==> src/rtl/store_drain_unit_pkg.sv <==
// Shared encodings for the store drain unit: TileLink-UL opcodes, drain FSM states
// and the latched store payload.
package store_drain_unit_pkg;

  localparam logic [2:0] TL_PUT_FULL_DATA    = 3'd0;
  localparam logic [2:0] TL_PUT_PARTIAL_DATA = 3'd1;
  localparam logic [2:0] TL_ACCESS_ACK       = 3'd0;
  localparam logic [1:0] TL_SIZE_WORD        = 2'd2;

  typedef enum logic [1:0] {
    ST_IDLE,
    ST_REQ,
    ST_RESP,
    ST_DONE
  } drain_state_e;

  typedef struct packed {
    logic [31:0] data;
    logic [3:0]  bm;
    logic        io;
  } store_payload_t;

  // A full byte mask is a PutFullData, anything narrower is a partial put.
  function automatic logic [2:0] put_opcode(input logic [3:0] bm);
    return (bm == 4'hF) ? TL_PUT_FULL_DATA : TL_PUT_PARTIAL_DATA;
  endfunction

endpackage

==> src/rtl/store_drain_unit.sv <==
// Drains the oldest committed store: TileLink-UL Put on A, write-through cache update, retire pulse.
// Latency: 3 cycles minimum from IDLE acceptance to cache_done_o; one store in flight at a time.
// Backpressure: A request held stable until a_ready_i; head input is sampled only in IDLE.
module store_drain_unit
  import store_drain_unit_pkg::*;
#(
  parameter int PHYS      = 32,
  parameter int SOURCE_ID = 0
) (
  input  logic            cpu_clk_i,
  input  logic            cpu_rst_ni,
  input  logic            store_valid_i,
  input  logic [PHYS-3:0] store_address_i,
  input  logic [31:0]     store_data_i,
  input  logic [3:0]      store_bm_i,
  input  logic            store_io_i,
  output logic            cache_done_o,
  output logic            dc_wr_o,
  output logic [PHYS-3:0] dc_wr_address_o,
  output logic [31:0]     dc_wr_data_o,
  output logic [3:0]      dc_wr_bm_o,
  output logic            a_valid_o,
  input  logic            a_ready_i,
  output logic [2:0]      a_opcode_o,
  output logic [1:0]      a_size_o,
  output logic [2:0]      a_source_o,
  output logic [PHYS-1:0] a_address_o,
  output logic [3:0]      a_mask_o,
  output logic [31:0]     a_data_o,
  input  logic            d_valid_i,
  output logic            d_ready_o,
  input  logic            d_denied_i,
  output logic            store_fault_o,
  output logic            drain_idle_o
);

  drain_state_e    state_q, state_d;
  logic [PHYS-3:0] addr_q, addr_d;
  store_payload_t  payload_q, payload_d;
  logic            fault_q, fault_d;

  always_comb begin
    state_d       = state_q;
    addr_d        = addr_q;
    payload_d     = payload_q;
    fault_d       = fault_q;
    a_valid_o     = 1'b0;
    d_ready_o     = 1'b0;
    cache_done_o  = 1'b0;
    dc_wr_o       = 1'b0;
    store_fault_o = 1'b0;
    drain_idle_o  = 1'b0;

    case (state_q)
      ST_IDLE: begin
        drain_idle_o = 1'b1;
        if (store_valid_i) begin
          addr_d         = store_address_i;
          payload_d.data = store_data_i;
          payload_d.bm   = store_bm_i;
          payload_d.io   = store_io_i;
          fault_d        = 1'b0;
          state_d        = ST_REQ;
        end
      end
      ST_REQ: begin
        a_valid_o = 1'b1;
        if (a_ready_i) begin
          state_d = ST_RESP;
        end
      end
      ST_RESP: begin
        // D is only accepted once the A beat has gone, never alongside it.
        d_ready_o = 1'b1;
        if (d_valid_i) begin
          fault_d = d_denied_i;
          state_d = ST_DONE;
        end
      end
      ST_DONE: begin
        // Retire and cache update share this cycle so younger loads always find the data.
        cache_done_o  = 1'b1;
        dc_wr_o       = !payload_q.io && !fault_q;
        store_fault_o = fault_q;
        state_d       = ST_IDLE;
      end
      default: begin
        state_d = ST_IDLE;
      end
    endcase
  end

  always_ff @(posedge cpu_clk_i or negedge cpu_rst_ni) begin
    if (!cpu_rst_ni) begin
      state_q   <= ST_IDLE;
      addr_q    <= '0;
      payload_q <= '0;
      fault_q   <= 1'b0;
    end else begin
      state_q   <= state_d;
      addr_q    <= addr_d;
      payload_q <= payload_d;
      fault_q   <= fault_d;
    end
  end

  assign a_opcode_o      = put_opcode(payload_q.bm);
  assign a_size_o        = TL_SIZE_WORD;
  assign a_source_o      = 3'(SOURCE_ID);
  assign a_address_o     = {addr_q, 2'b00};
  assign a_mask_o        = payload_q.bm;
  assign a_data_o        = payload_q.data;

  assign dc_wr_address_o = addr_q;
  assign dc_wr_data_o    = payload_q.data;
  assign dc_wr_bm_o      = payload_q.bm;

endmodule

==> config.mk <==
export PLATFORM = sky130hd
export DESIGN_NAME = store_drain_unit
export DESIGN_NICKNAME = d
export VERILOG_FILES = /design/src/rtl/store_drain_unit_pkg.sv /design/src/rtl/store_drain_unit.sv
export SDC_FILE = /design/constraint.sdc
export NUM_CORES = 1
export LEC_CHECK = 0
export CAP_MARGIN = 20
export CELL_PAD_IN_SITES_DETAIL_PLACEMENT = 0
export CELL_PAD_IN_SITES_GLOBAL_PLACEMENT = 2
export CORE_AREA = 3 3 157 113
export CTS_CLUSTER_DIAMETER = 40
export DETAILED_ROUTE_END_ITERATION = 6
export DIE_AREA = 0 0 160 116
export PLACE_DENSITY = 0.87
export SLEW_MARGIN = 20
export SYNTH_ARGS = -nofsm -noshare
export SYNTH_HDL_FRONTEND = slang
export SYNTH_SLANG_ARGS = --single-unit
==> constraint.sdc <==
create_clock -name cpu_clk_i -period 1.75 [get_ports cpu_clk_i]
set_input_delay 0.35 -clock cpu_clk_i [delete_from_list [all_inputs] [get_ports cpu_clk_i]]
set_output_delay 0.35 -clock cpu_clk_i [all_outputs]
set_load 0.01 [all_outputs]
==> qor.txt, run 1 <==
Status -> finished, final reports clean
Final ANT Viol Nets -> 0
Maximum VDD drop -> 0.000803 V
CP Max Fanout -> 5
Ant diodes -> 0
Core ar. -> 0.0163 mm²
Power density over the cells -> 1950 mW/mm²
Die Ht -> 116 µm
# fillers -> 1,651
Drc violations -> 0
Layout cells sized above 1 -> 24.8%
Bufs on Longest Clock Path -> 2
RSZ-0062 raised after global routing -> true
Synth Instances -> 280
R2R Setup Slk -> 0.05 ns
Total Neg Setup Slack -> 0 ns
Reg-to-Reg Start -> state_q[0]
Required time worst endpoint -> 1.96 ns
Worst path arrival time -> 1.91 ns
Largest net degree at the start of global routing -> 38
Worst R2R Path Depth -> 6
Max Clock Skew -> 0.00449 ns
Number of global-route vias before repair -> 2,542
Die area -> 0.0186 mm²
Cell Rows -> 39
Number of I/O port buffers -> 211
Drt via density -> 3.68
TritonCTS Sinks -> 70
Global-route wire length before repair -> 13,800 µm
Drt initial violations -> 60
Worst Setup End Kind -> register
Crit Path Category -> register to register
Post-Syn Area -> 0.00359 mm²
Seq cells post-synth -> 70
Max-Cap Viols -> 0
Ys Warns -> 0
Synthesis-to-finish area growth -> 53.9%
Avg WL per Cell -> 13.8 µm
Final worst slack -> 0.0527 ns
Synth unique cells -> 18
Clock Pin Slew Worst Setup and Hold Paths -> 0.06 ns
CP startpoint -> state_q[0]
Post-DP HPWL -> 6610 µm
Final Hold Viols -> 0
Achievable Freq -> 0.589 GHz
Mean Syn Cell Area -> 12.8 µm²
Detailed-route via count -> 2,315
DR pass1 iterations -> 4
Multi-input logic area -> 995 µm²
Root buf cell -> clkbuf_16
LEAKAGE -> 0.00227 µW
Die span in x -> 160 µm
Setup WS pre-CTS -> -0.000892 ns
Routed WL -> 8690 µm
H-tree depth -> 3
Sequential cell area -> 0.00175 mm²
Layout Nets -> 478
Fin. max-slew vios -> 0
Crit start category -> register
Period minus WS final -> 1.70 ns
Initial antenna violation count -> 0
Clock latency at the later pin of the worst-skew pair -> 0.32 ns
R2R Path End -> state_q[1]
GRT Util Overall -> 9.35%
Final setup fails -> 0
Critical Path End -> state_q[1]
CTS tree -> built
IO Pins -> 221
Hold WC Path Type -> register to register
TritonCTS buffer count -> 9
GPL Wtd Cong -> 0.753
Seq/Total Area, Yosys -> 48.8%
Period utilisation layout -> 97.0%
Global route total overflow -> 0
Initial Utilization -> 22.0%
-- worst max-delay path: stages, from the launching register on --
cell and delay [ns]:
dfrtp_1 0.35, buf_4 0.14, inv_2 0.07, ha_1 0.25, nor2b_1 0.18, a221oi_2 0.23
mux2_2 0.37
-- per-layer routing --
layer  track usage (%)  part of all wire (%)
met5                 0                     0
met4              2.60                  0.44
met3              3.93                   7.9
met2              15.2                    48
met1              11.5                    44
-- Yosys cell counts --
cell type / instances / area, µm²
nor2_1: 1 / 3.75
ha_1: 6 / 75.1
mux2i_1: 2 / 20.0
conb_1: 2 / 7.51
inv_1: 4 / 15.0
nand4_1: 1 / 6.26
o21ai_0: 1 / 5.00
o31ai_1: 1 / 7.51
dfrtp_1: 70 / 1750
nor2b_1: 1 / 6.26
and2_1: 1 / 6.26
nand2_1: 2 / 7.51
buf_6: 3 / 33.8
buf_2: 3 / 15.0
a221oi_2: 1 / 15.0
mux2_2: 68 / 766
nor3b_1: 1 / 7.51
buf_4: 112 / 841
-- power by group --
part | internal (µW) | switching, µW | leakage, µW
combinational | 3770 | 2100 | 0.00130
sequential | 2460 | 680 | 0.000829
clock | 1100 | 674 | 0.000137
-- per-stage QoR --
step                      area [µm²]  total power, µW  hold slack, ns  utilization [%]  instances
after global routing            5530            11500           0.546             33.9        629
after CTS                       5510            11000           0.535             33.8        628
after floorplan                 3620             6870          0.0544                -        287
after detailed placement        5190             9060           0.342             31.9        609
final                           5530            10800           0.528             33.9        629
after global placement          5190             8980           0.333             31.9        609
-- cell type report --
type | count | share of cell area (%)
clock buffer | 12 | 4.28
multi-input combinational | 95 | 18.0
sequential | 70 | 31.7
inverter | 4 | 0.272
timing repair buffer | 219 | 39.8
tap | 225 | 5.10
clock inverter | 4 | 0.861
-- sequential cells by signal, summed over array words and instances, names as in the netlist --
register,cells
dc_wr_address_o,30
state_q,2
fault_q,1
a_data_o,32
a_mask_o,4
payload_q,1
-- placed cells by master (no fill, tap or decap), types with 3 or more instances in the layout --
cell             instances
buf_12                   3
buf_4                    5
clkbuf_1                 3
clkbuf_16                9
clkdlybuf4s50_1        203
conb_1                   9
dfrtp_1                 70
dlygate4sd2_1            3
ha_1                     3
mux2_2                  68
-- timing repair --
action,4_1_cts,5_1_grt
resized for setup,16,6
hold endpoints to repair,34,0
hold buffers,1,0
buffers inserted,2,1
setup endpoints to repair,7,5
gates cloned,0,0
-- cell families after synthesis --
| kind of cell | share of synthesized area, % |
|---|---|
| buf+inv | 25.2 |
| simple gates | 1.05 |
| other cells | 0.209 |
| mux | 21.9 |
| flops | 48.8 |
| fa+ha+maj | 2.09 |
| compound gates | 0.767 |
-- worst min path at each step --
stage                  from             endpoint  slack, ns  cells past startpoint
2_1_floorplan    cpu_rst_ni          a_data_o[0]       0.05                      0
3_3_place_gp     cpu_rst_ni  dc_wr_address_o[13]       0.33                      1
3_5_place_dp     cpu_rst_ni  dc_wr_address_o[13]       0.34                      1
4_1_cts        a_data_o[27]         a_data_o[27]       0.53                      1
5_1_grt        a_data_o[26]         a_data_o[26]       0.55                      1
6_report       a_data_o[27]         a_data_o[27]       0.53                      1
Note: power is estimated with default switching activity, not from simulation.
==> run 2: changes to the inputs <==
--- a/config.mk
+++ b/config.mk
@@ -8,11 +8,12 @@
 export CAP_MARGIN = 20
 export CELL_PAD_IN_SITES_DETAIL_PLACEMENT = 0
 export CELL_PAD_IN_SITES_GLOBAL_PLACEMENT = 2
-export CORE_AREA = 3 3 157 113
+export CORE_AREA = 3 3 122 89
 export CTS_CLUSTER_DIAMETER = 40
 export DETAILED_ROUTE_END_ITERATION = 6
-export DIE_AREA = 0 0 160 116
-export PLACE_DENSITY = 0.87
+export DIE_AREA = 0 0 125 92
+export DONT_BUFFER_PORTS = 1
+export PLACE_DENSITY = 0.85
 export SLEW_MARGIN = 20
 export SYNTH_ARGS = -nofsm -noshare
 export SYNTH_HDL_FRONTEND = slang
==> run 2 against run 1 <==
  * The flow now finishes with violations (hold timing)
  * Wire length is 33% lower
  * Flip-flop and latch count stayed put
  * Global-route usage is 0.94 points higher
  * Clock skew hardly changed
  * Non-clock buffer count is 217 lower
  * Utilization is 0.83 points lower
  * Clock power is 8% lower
  * Fmax is 0.51% higher
  * Sequential share of layout area is 23 points higher
  * Critical endpoint is now dc_wr_o
==> qor.txt, run 2 (synthesized netlist as in run 1, its figures left out) <==
Status -> finished with violations
Failing checks -> hold timing
Slowest CP cell -> dfrtp_1
R2R Setup Slk -> 0.10 ns
Avg WL per Cell -> 18.4 µm
R2R Path End -> state_q[1]
Family with the most delay on the worst path -> flip-flops
Drt via density -> 4.67
Routed WL -> 5790 µm
Clock Pin Slew Worst Setup and Hold Paths -> 0.05 ns
Worst R2R Path Depth -> 5
GPL Wtd Cong -> 0.684
Crit start category -> register
CP startpoint -> state_q[1]
Sequential cell area -> 0.00175 mm²
Drc violations -> 0
Global-route wire length before repair -> 9140 µm
Period minus WS final -> 1.69 ns
Crit Path Category -> register to output pin
TritonCTS buffer count -> 9
Crit path depth -> 2
Final setup fails -> 0
Hold Worst Slack -> -0.278 ns
Ant diodes -> 0
Number of global-route vias before repair -> 1,621
Design area -> 0.00320 mm²
Layout Utilization -> 33.1%
Clock latency at the later pin of the worst-skew pair -> 0.32 ns
Period utilisation layout -> 96.5%
Layout cells sized above 1 -> 46.5%
GRT Util Overall -> 10.3%
DP Area -> 0.00293 mm²
Max-Cap Viols -> 0
TritonCTS Sinks -> 70
Layout Nets -> 261
Die Ht -> 92 µm
Post-DP HPWL -> 4230 µm
Die area -> 0.0115 mm²
Fin. max-slew vios -> 0
Detailed-route via count -> 1,471
Drt initial violations -> 21
H-tree depth -> 3
Buffers & Inverters on Critical Path -> 0
Initial antenna violation count -> 0
Root buf cell -> clkbuf_16
Hold WC Path Type -> primary input to asynchronous set/reset pin
CP Max Fanout -> 5
Most common cell after layout, fill and taps aside -> dfrtp_1
Power density over the cells -> 2250 mW/mm²
Bufs on Longest Clock Path -> 2
Post-CTS setup buffers -> 0
Worst Setup End Kind -> output pin
Required time worst endpoint -> 1.40 ns
Max Clock Skew -> 0.00405 ns
Worst path arrival time -> 1.34 ns
# fillers -> 937
RSZ-0062 raised after global routing -> false
Die span in x -> 125 µm
Total Neg Setup Slack -> 0 ns
Synthesis-to-finish area growth -> -10.8%
LEAKAGE -> 0.00140 µW
Achievable Freq -> 0.592 GHz
CTS tree -> built
Reg-to-Reg Start -> state_q[1]
IO Pins -> 221
Global route total overflow -> 0
Number of I/O port buffers -> 0
DR pass1 iterations -> 3
Critical Path End -> dc_wr_o
Multi-input logic area -> 967 µm²
Inst Count DP -> 299
Core ar. -> 0.00968 mm²
Cell Rows -> 30
Most frequent cells in the layout -> dfrtp_1 (70), mux2_2 (68), conb_1 (9), clkbuf_16 (9), ha_1 (6)
Initial Utilization -> 37.1%
Maximum VDD drop -> 0.000771 V
Critical-path cell list -> ha_1 -> nor3b_2
Largest net degree at the start of global routing -> 71
Slowest cell delay on critical path -> 0.42 ns
Final Hold Viols -> 70
Max reg flops -> 32
Finished Layout Cells -> 315
Final ANT Viol Nets -> 0
run 2: cell types whose count changed in the layout (fill, tap and decap cells not counted), sizes merged:
cell           delta
clkdlybuf4s50   -203
buf               -6
dlygate4sd2       -3
clkbuf            -2
clkdlybuf4s15     -2
bufinv            -1
clkinv            +1
dlygate4sd3       -1
run 2: metal layers:
layer	up-vias	GRT usage, %	share of wire [%]
met5	-	0	0
met4	0	4.78	2.0
met3	14	6.52	12
met2	139	16.3	50
met1	716	10.8	36
li1	602	-	-
run 2: layout make-up:
type / count / share of cell area, %
inverters: 4 / 0.469
well taps: 128 / 5.00
repair buffers: 2 / 1.25
multi-input cells: 95 / 30.2
clock inverters: 4 / 0.703
clock buffers: 12 / 7.70
flip-flops and latches: 70 / 54.7
run 2: per-stage QoR:
step	setup WS (ns)	power, µW	hold WS, ns
floorplan	0.251	6870	0.0544
global placement	0.173	5550	0.0568
detailed placement	0.106	5660	0.0571
CTS	0.0413	7350	-0.300
global route	0.00933	7690	-0.307
finish	0.0613	7220	-0.278
run 2: how the worst min path moves through the flow:
stage	depth (start not counted)	start	slack [ns]	to
4_1_cts	0	cpu_rst_ni	-0.30	a_data_o[3]
6_report	0	cpu_rst_ni	-0.28	a_mask_o[0]
2_1_floorplan	0	cpu_rst_ni	0.05	a_data_o[0]
3_5_place_dp	0	cpu_rst_ni	0.06	a_data_o[23]
5_1_grt	0	cpu_rst_ni	-0.31	a_data_o[27]
3_3_place_gp	0	cpu_rst_ni	0.06	a_data_o[23]
run 2: repair_timing:
item | CTS | global route
endpoints found under the hold margin | 70 | 70
setup endpoints to repair | 1 | 0
gates resized for setup | 1 | 0
run 2: where the power goes:
part           internal, µW  switching [µW]  total, µW
combinational           945             565       1510
sequential             2450            1620       4070
clock                   990             644       1630
total                  4390            2830       7220
